<file path="config.mk">
export PLATFORM = sky130hd
export DESIGN_NAME = pipe_hazard_ctrl_flat
export DESIGN_NICKNAME = d
export VERILOG_FILES = /design/src/rtl/pipe_hazard_ctrl_if.sv /design/src/rtl/pipe_hazard_ctrl.sv /design/src/flat_wrapper.sv
export SDC_FILE = /design/constraint.sdc
export NUM_CORES = 1
export LEC_CHECK = 0
export CAP_MARGIN = 5
export CELL_PAD_IN_SITES_DETAIL_PLACEMENT = 0
export CELL_PAD_IN_SITES_GLOBAL_PLACEMENT = 2
export CORE_ASPECT_RATIO = 0.9
export CORE_MARGIN = 1
export CORE_UTILIZATION = 28
export DETAILED_ROUTE_END_ITERATION = 10
export PLACE_DENSITY_LB_ADDON = 0.1
export SYNTH_ARGS = -nofsm -noshare
export SYNTH_HDL_FRONTEND = slang
export SYNTH_SLANG_ARGS = --single-unit
</file>
<file path="constraint.sdc">
create_clock -name clk -period 3.7 [get_ports clk]
set_clock_uncertainty 0.15 [all_clocks]
set_input_delay 0.74 -clock clk [delete_from_list [all_inputs] [get_ports clk]]
set_output_delay 0.74 -clock clk [all_outputs]
set_load 0.005 [all_outputs]
</file>
<file path="src/rtl/pipe_hazard_ctrl_if.sv">
// rtl/pipe_hazard_ctrl_if.sv - hazard controller hookup between pipeline datapath and sequencer
// Purpose: bundles the hazard inputs observed in ID/EX/MEM and the stage control outputs.
// Ports (via modports):
//   master - pipeline side: drives hazard sources, receives enables/flushes/stall_cnt/busy
//   slave  - sequencer side: observes hazard sources, drives enables/flushes/stall_cnt/busy
interface pipe_hazard_ctrl_if #(
    parameter int CNT_W = 32
);
    logic [4:0]       id_rs1;
    logic [4:0]       id_rs2;
    logic             id_use_rs1;
    logic             id_use_rs2;
    logic             ex_valid;
    logic [4:0]       ex_rd;
    logic             ex_is_load;
    logic             ex_multi;
    logic             ex_branch_taken;
    logic             mem_busy;
    logic             pc_en;
    logic             ifid_en;
    logic             idex_en;
    logic             exmem_en;
    logic             memwb_en;
    logic             ifid_flush;
    logic             idex_flush;
    logic             exmem_flush;
    logic [CNT_W-1:0] stall_cnt;
    logic             busy;

    modport master (
        output id_rs1, id_rs2, id_use_rs1, id_use_rs2,
        output ex_valid, ex_rd, ex_is_load, ex_multi, ex_branch_taken, mem_busy,
        input  pc_en, ifid_en, idex_en, exmem_en, memwb_en,
        input  ifid_flush, idex_flush, exmem_flush, stall_cnt, busy
    );

    modport slave (
        input  id_rs1, id_rs2, id_use_rs1, id_use_rs2,
        input  ex_valid, ex_rd, ex_is_load, ex_multi, ex_branch_taken, mem_busy,
        output pc_en, ifid_en, idex_en, exmem_en, memwb_en,
        output ifid_flush, idex_flush, exmem_flush, stall_cnt, busy
    );
endinterface

</file>
<file path="src/rtl/pipe_hazard_ctrl.sv">
// rtl/pipe_hazard_ctrl.sv - stall/flush sequencer for the five-stage rv32 pipeline
// Purpose: resolves load-use, multi-cycle EX, data-memory wait and taken-branch hazards
//          by driving PC / IF-ID / ID-EX / EX-MEM / MEM-WB enables and bubble flushes.
// Ports:
//   clk   - clock, all state updates on rising edge
//   rst_n - synchronous active-low reset
//   hz    - slave side of pipe_hazard_ctrl_if (hazard inputs, stage controls,
//           saturating stall_cnt, busy while a multi-cycle op is in flight)
module pipe_hazard_ctrl #(
    parameter int MC_LAT = 4,
    parameter int CNT_W  = 32
) (
    input  logic                 clk,
    input  logic                 rst_n,
    pipe_hazard_ctrl_if.slave    hz
);
    typedef enum logic {
        ST_RUN   = 1'b0,
        ST_MULTI = 1'b1
    } state_t;

    // With a one-cycle latency the op completes in its first EX cycle, no wait state.
    localparam bit         MULTI_EN = (MC_LAT > 1);
    localparam logic [3:0] CNT_INIT = 4'(MC_LAT - 1);

    state_t           state_q, state_d;
    logic [3:0]       cnt_q, cnt_d;
    logic [CNT_W-1:0] stall_cnt_q, stall_cnt_d;

    logic pc_en, ifid_en, idex_en, exmem_en, memwb_en;
    logic ifid_flush, idex_flush, exmem_flush;
    logic load_use;

    always_comb begin
        load_use = hz.ex_valid && hz.ex_is_load && (hz.ex_rd != 5'd0) &&
                   ((hz.id_use_rs1 && (hz.id_rs1 == hz.ex_rd)) ||
                    (hz.id_use_rs2 && (hz.id_rs2 == hz.ex_rd)));
    end

    always_comb begin
        pc_en       = 1'b1;
        ifid_en     = 1'b1;
        idex_en     = 1'b1;
        exmem_en    = 1'b1;
        memwb_en    = 1'b1;
        ifid_flush  = 1'b0;
        idex_flush  = 1'b0;
        exmem_flush = 1'b0;
        state_d     = state_q;
        cnt_d       = cnt_q;

        if (!rst_n) begin
            pc_en       = 1'b0;
            ifid_en     = 1'b0;
            idex_en     = 1'b0;
            exmem_en    = 1'b0;
            memwb_en    = 1'b0;
            ifid_flush  = 1'b1;
            idex_flush  = 1'b1;
            exmem_flush = 1'b1;
            state_d     = ST_RUN;
            cnt_d       = 4'd0;
        end else if (hz.mem_busy) begin
            // Whole pipe frozen; MULTI countdown is frozen too.
            pc_en    = 1'b0;
            ifid_en  = 1'b0;
            idex_en  = 1'b0;
            exmem_en = 1'b0;
            memwb_en = 1'b0;
        end else if ((state_q == ST_MULTI) && (cnt_q > 4'd1)) begin
            // Hold IF..EX, send bubbles into MEM while older instructions drain.
            pc_en       = 1'b0;
            ifid_en     = 1'b0;
            idex_en     = 1'b0;
            exmem_flush = 1'b1;
            cnt_d       = cnt_q - 4'd1;
        end else if (state_q == ST_MULTI) begin
            // Final cycle: the op leaves EX and may itself redirect the PC.
            state_d = ST_RUN;
            cnt_d   = 4'd0;
            if (hz.ex_branch_taken) begin
                ifid_flush = 1'b1;
                idex_flush = 1'b1;
            end
        end else if (MULTI_EN && hz.ex_valid && hz.ex_multi) begin
            pc_en       = 1'b0;
            ifid_en     = 1'b0;
            idex_en     = 1'b0;
            exmem_flush = 1'b1;
            state_d     = ST_MULTI;
            cnt_d       = CNT_INIT;
        end else if (hz.ex_branch_taken) begin
            // Redirect wins over load-use: the dependent instruction is squashed anyway.
            ifid_flush = 1'b1;
            idex_flush = 1'b1;
        end else if (load_use) begin
            pc_en      = 1'b0;
            ifid_en    = 1'b0;
            idex_flush = 1'b1;
        end
    end

    // Memory wait is not a pipeline hazard stall and is excluded from the count.
    always_comb begin
        stall_cnt_d = stall_cnt_q;
        if (!rst_n) begin
            stall_cnt_d = '0;
        end else if (!hz.mem_busy && !pc_en && (stall_cnt_q != {CNT_W{1'b1}})) begin
            stall_cnt_d = stall_cnt_q + CNT_W'(1);
        end
    end

    always_ff @(posedge clk) begin
        if (!rst_n) begin
            state_q     <= ST_RUN;
            cnt_q       <= 4'd0;
            stall_cnt_q <= '0;
        end else begin
            state_q     <= state_d;
            cnt_q       <= cnt_d;
            stall_cnt_q <= stall_cnt_d;
        end
    end

    assign hz.pc_en       = pc_en;
    assign hz.ifid_en     = ifid_en;
    assign hz.idex_en     = idex_en;
    assign hz.exmem_en    = exmem_en;
    assign hz.memwb_en    = memwb_en;
    assign hz.ifid_flush  = ifid_flush;
    assign hz.idex_flush  = idex_flush;
    assign hz.exmem_flush = exmem_flush;
    assign hz.stall_cnt   = stall_cnt_q;
    assign hz.busy        = rst_n && (state_q == ST_MULTI);
endmodule

</file>
<file path="src/flat_wrapper.sv">
// flat-port wrapper written by rule: the top's interface ports become plain ports
module pipe_hazard_ctrl_flat 
#(
    parameter int MC_LAT = 4,
    parameter int CNT_W  = 32
)
  (clk, rst_n, hz_id_rs1, hz_id_rs2, hz_id_use_rs1, hz_id_use_rs2, hz_ex_valid, hz_ex_rd, hz_ex_is_load, hz_ex_multi, hz_ex_branch_taken, hz_mem_busy, hz_pc_en, hz_ifid_en, hz_idex_en, hz_exmem_en, hz_memwb_en, hz_ifid_flush, hz_idex_flush, hz_exmem_flush, hz_stall_cnt, hz_busy);
  pipe_hazard_ctrl_if #(.CNT_W(CNT_W)) hz_i ();
  input  logic clk;
  input  logic rst_n;
  input wire logic [$bits(hz_i.id_rs1)-1:0] hz_id_rs1;
  input wire logic [$bits(hz_i.id_rs2)-1:0] hz_id_rs2;
  input wire logic [$bits(hz_i.id_use_rs1)-1:0] hz_id_use_rs1;
  input wire logic [$bits(hz_i.id_use_rs2)-1:0] hz_id_use_rs2;
  input wire logic [$bits(hz_i.ex_valid)-1:0] hz_ex_valid;
  input wire logic [$bits(hz_i.ex_rd)-1:0] hz_ex_rd;
  input wire logic [$bits(hz_i.ex_is_load)-1:0] hz_ex_is_load;
  input wire logic [$bits(hz_i.ex_multi)-1:0] hz_ex_multi;
  input wire logic [$bits(hz_i.ex_branch_taken)-1:0] hz_ex_branch_taken;
  input wire logic [$bits(hz_i.mem_busy)-1:0] hz_mem_busy;
  output wire logic [$bits(hz_i.pc_en)-1:0] hz_pc_en;
  output wire logic [$bits(hz_i.ifid_en)-1:0] hz_ifid_en;
  output wire logic [$bits(hz_i.idex_en)-1:0] hz_idex_en;
  output wire logic [$bits(hz_i.exmem_en)-1:0] hz_exmem_en;
  output wire logic [$bits(hz_i.memwb_en)-1:0] hz_memwb_en;
  output wire logic [$bits(hz_i.ifid_flush)-1:0] hz_ifid_flush;
  output wire logic [$bits(hz_i.idex_flush)-1:0] hz_idex_flush;
  output wire logic [$bits(hz_i.exmem_flush)-1:0] hz_exmem_flush;
  output wire logic [$bits(hz_i.stall_cnt)-1:0] hz_stall_cnt;
  output wire logic [$bits(hz_i.busy)-1:0] hz_busy;
  assign hz_i.id_rs1 = hz_id_rs1;
  assign hz_i.id_rs2 = hz_id_rs2;
  assign hz_i.id_use_rs1 = hz_id_use_rs1;
  assign hz_i.id_use_rs2 = hz_id_use_rs2;
  assign hz_i.ex_valid = hz_ex_valid;
  assign hz_i.ex_rd = hz_ex_rd;
  assign hz_i.ex_is_load = hz_ex_is_load;
  assign hz_i.ex_multi = hz_ex_multi;
  assign hz_i.ex_branch_taken = hz_ex_branch_taken;
  assign hz_i.mem_busy = hz_mem_busy;
  assign hz_pc_en = hz_i.pc_en;
  assign hz_ifid_en = hz_i.ifid_en;
  assign hz_idex_en = hz_i.idex_en;
  assign hz_exmem_en = hz_i.exmem_en;
  assign hz_memwb_en = hz_i.memwb_en;
  assign hz_ifid_flush = hz_i.ifid_flush;
  assign hz_idex_flush = hz_i.idex_flush;
  assign hz_exmem_flush = hz_i.exmem_flush;
  assign hz_stall_cnt = hz_i.stall_cnt;
  assign hz_busy = hz_i.busy;
  pipe_hazard_ctrl #(.MC_LAT(MC_LAT), .CNT_W(CNT_W)) u_core (.clk(clk), .rst_n(rst_n), .hz(hz_i));
endmodule
</file>
==> results.md <==
* Minimum period implied by the final worst setup slack at 3510 ps
* Total core area at 8107 um^2
* Worst-Margin Slew at 631.7 ps
* Final Hold Vio Count at 0
* Clock Sinks at 37
* Initial Util at 29.23%
* Clock latency on the worst-skew pair at 300 ps
* Final worst path period share at 94.86%
* YS warnings at 0
* Worst hold endpoint: u_core.hz.stall_cnt[22]$_SDFFE_PN0P_
* Post-Synthesis Cells at 274
* VDD IR-drop max at 0.1252 mV
* Place WS at -170.1 ps
* Power Dens Cells at 291.5 nW/um^2
* Initial antenna violation count at 0
* Reg power frac at 43.4%
* Overall Power at 0.9416 mW
* Post-synth top flop: dfxtp_1
* Clock buffer depth at 2
* Post-layout nets at 371
* Gate power share at 15.7%
* Sw Share at 25.95%
* HP Class: register to register
* Die Height at 89.28 um
* CP required at 2810 ps
* Remaining antenna violation count after routing at 0
* H-tree levels at 2
* R2r startpoint: u_core.cnt_q[0]$_SDFFE_PN0P_
* Routed wire per std cell at 15.96 um
* Run status: finished, final reports clean
* CP endpoint kind: output port
* Top post-synthesis cells by area: dfxtp_1 (31%), nand4_1 (4.5%), nand2_1 (3.8%), o21ai_2 (3.7%), or4_2 (3.7%)
* Detailed Route WL at 7088 um
* Peak Freq at 0.2849 GHz
* R2R cell count at 11
* Post-synthesis async set-or-reset flop share at 0%
* Multi-input logic area at 1450 um^2
* Share of cells above drive strength 1 at 19.71%
* Largest net degree at the start of global routing at 39
* Crit path launch type: input port
* Crit Path Category: input port to output port
* Internal power at 0.6973 mW
* Sw power at 0.2443 mW
* Setup violators final at 0
* Synthesized area per cell at 8.649 um^2
* Die ar. at 8836 um^2
* Hold_sp: u_core.hz.stall_cnt[22]$_SDFFE_PN0P_
* Clock transition at path regs at 80 ps
* RSZ-0062 raised after global routing: false
* FP Rows at 31
* Drt via density at 5.313
* Initial DRC count at 120
* Layout area overhead at 36.33%
* Worst R2R Setup Slack at 940 ps
* Register area share after synthesis at 31.26%
* First-pass iteration count of the detailed router at 5
* CTS root buf: clkbuf_8
* Gp weighted congestion at 0.7345
* Post-synth EDFFs at 0
* Max Cap Violations at 0
* Top cell type by total area after synthesis: dfxtp_1
* Clock network fraction of total power at 40.9%
* Die Width at 98.98 um
* Final WS setup at 190.3 ps
* Post-CTS setup buffer count at 0
* CTS tree: built
* Vias in the first global route at 2,153
* TritonCTS buffer count at 5
* Register area at 740.7 um^2
* IO buf count at 64
* Hold Path Depth at 2
* Worst slew margin at 57.89%
* Final count of pins violating max slew at 0
* Critical path launch point: hz_ex_rd[1]
* Filler cells at 836
* Gr ovfl total at 0
* Pleak at 1.010 nW
* Worst flop-to-flop path endpoint: u_core.hz.stall_cnt[16]$_SDFFE_PN0P_
* DRC Markers at 0
* Diode count at 0
* Synth cell types at 53
* Post-synthesis register bit count at 37
* Total Routing Usage GR at 16.51%
* Max FO, Critical Path at 2
* Via count at 2,359
* Detail Placement HPWL at 4958 um
* # IOs at 65
* Global-route wire length before repair at 11,390 um
* Syn Nets at 301
* Share of the synthesized area in the top cell type at 31.26%
* Cell area after synthesis at 2370 um^2
* CP Data Arrival Time at 2620 ps
-- logic make-up (layout without fill, tap and decap cells) --
kind of cell	after synthesis	in the layout	synth area share (%)
muxes	4	4	1.690
xor gates and xnor gates	10	10	3.696
AOI/OAI and AO/OA	73	73	23.97
adders and majority gates	3	3	1.584
and+or+nand+nor	121	121	29.78
buffers and inverters	26	97	8.025
DFF	37	37	31.26
-- cells in the final DEF, fill, tap and decap left out, drive strengths merged, types with 7 or more instances in the layout --
master,Yosys,final
clkdlybuf4s50,0,62
dfxtp,37,37
nand2,24,24
a21oi,24,24
buf,10,18
nand4,17,17
o21ai,16,16
or3,14,14
nand3,13,13
or4,13,13
xnor2,10,10
nor2,10,10
o31ai,10,10
nor4,9,9
clkbuf,9,7
-- synthesized netlist by cell type, drive strengths merged, types with 10 or more instances --
cell,n
dfxtp,37
a21oi,24
nand2,24
nand4,17
o21ai,16
or3,14
nand3,13
or4,13
buf,10
nor2,10
o31ai,10
xnor2,10
-- registers in the layout (all words and copies together), names as in the netlist --
name / count
u_core.cnt_q: 4
u_core.hz.stall_cnt: 32
u_core.state_q: 1
-- how the worst max path moves through the flow --
stage | cells after the start | slack (ps) | end
4_1_cts | 8 | 70 | hz_idex_flush
2_1_floorplan | 6 | 470 | hz_pc_en
3_5_place_dp | 5 | -170 | hz_ifid_en
3_3_place_gp | 5 | -170 | hz_ifid_en
6_report | 8 | 190 | hz_idex_flush
5_1_grt | 8 | 30 | hz_idex_flush
-- power by group through the flow --
stage	Clock (mW)	Sequential, mW	Combinational, mW
floorplan	0	0.417	0.0827
CTS	0.396	0.409	0.148
global route	0.417	0.410	0.163
finish	0.385	0.409	0.148
global placement	0	0.418	0.148
detailed placement	0	0.418	0.149
-- critical path, stage by stage --
cell and delay (ps):
clkdlybuf4s50_1 410, buf_4 150, xnor2_1 160, nand4_1 140, o22ai_2 280, nand2_1 80, o21bai_1 140, clkdlybuf4s50_1 530
-- timing repair --
item / 4_1_cts / 5_1_grt
resized for setup: 2 / 2
endpoints found under the setup margin: 2 / 1
pin swaps: 1 / 0
hold buffers: 0 / 0
-- layer usage --
metal	part of all wire, %	up-vias	wire [um]	track usage, %
met5	0	-	0	0
met4	1.2	0	83	5.292
met1	52	1109	3666	23.34
met2	44	48	3117	25.62
met3	3.1	8	221	2.815
li1	-	1194	-	-
-- per-stage QoR --
stage | utilization (%) | cells | cell area, um^2 | setup TNS, ps | hold WS, ps
floorplan | - | 274 | 2370 | 0 | 321.1
global placement | 38.31 | 436 | 3105 | -338.3 | 334.0
detailed placement | 38.31 | 436 | 3105 | -333.5 | 338.9
CTS | 39.71 | 444 | 3219 | 0 | 353.1
global route | 39.85 | 444 | 3231 | 0 | 373.5
finish | 39.85 | 444 | 3231 | 0 | 348.8
-- cell type report --
class / instances / share of cell area, %
clock inverter: 1 / 0.9295
multi-input combinational: 211 / 44.89
timing repair buffer: 82 / 23.93
sequential: 37 / 22.93
clock buffer: 7 / 2.672
inverter: 7 / 0.8133
tap: 99 / 3.834
(Power assumes the default switching activity.)
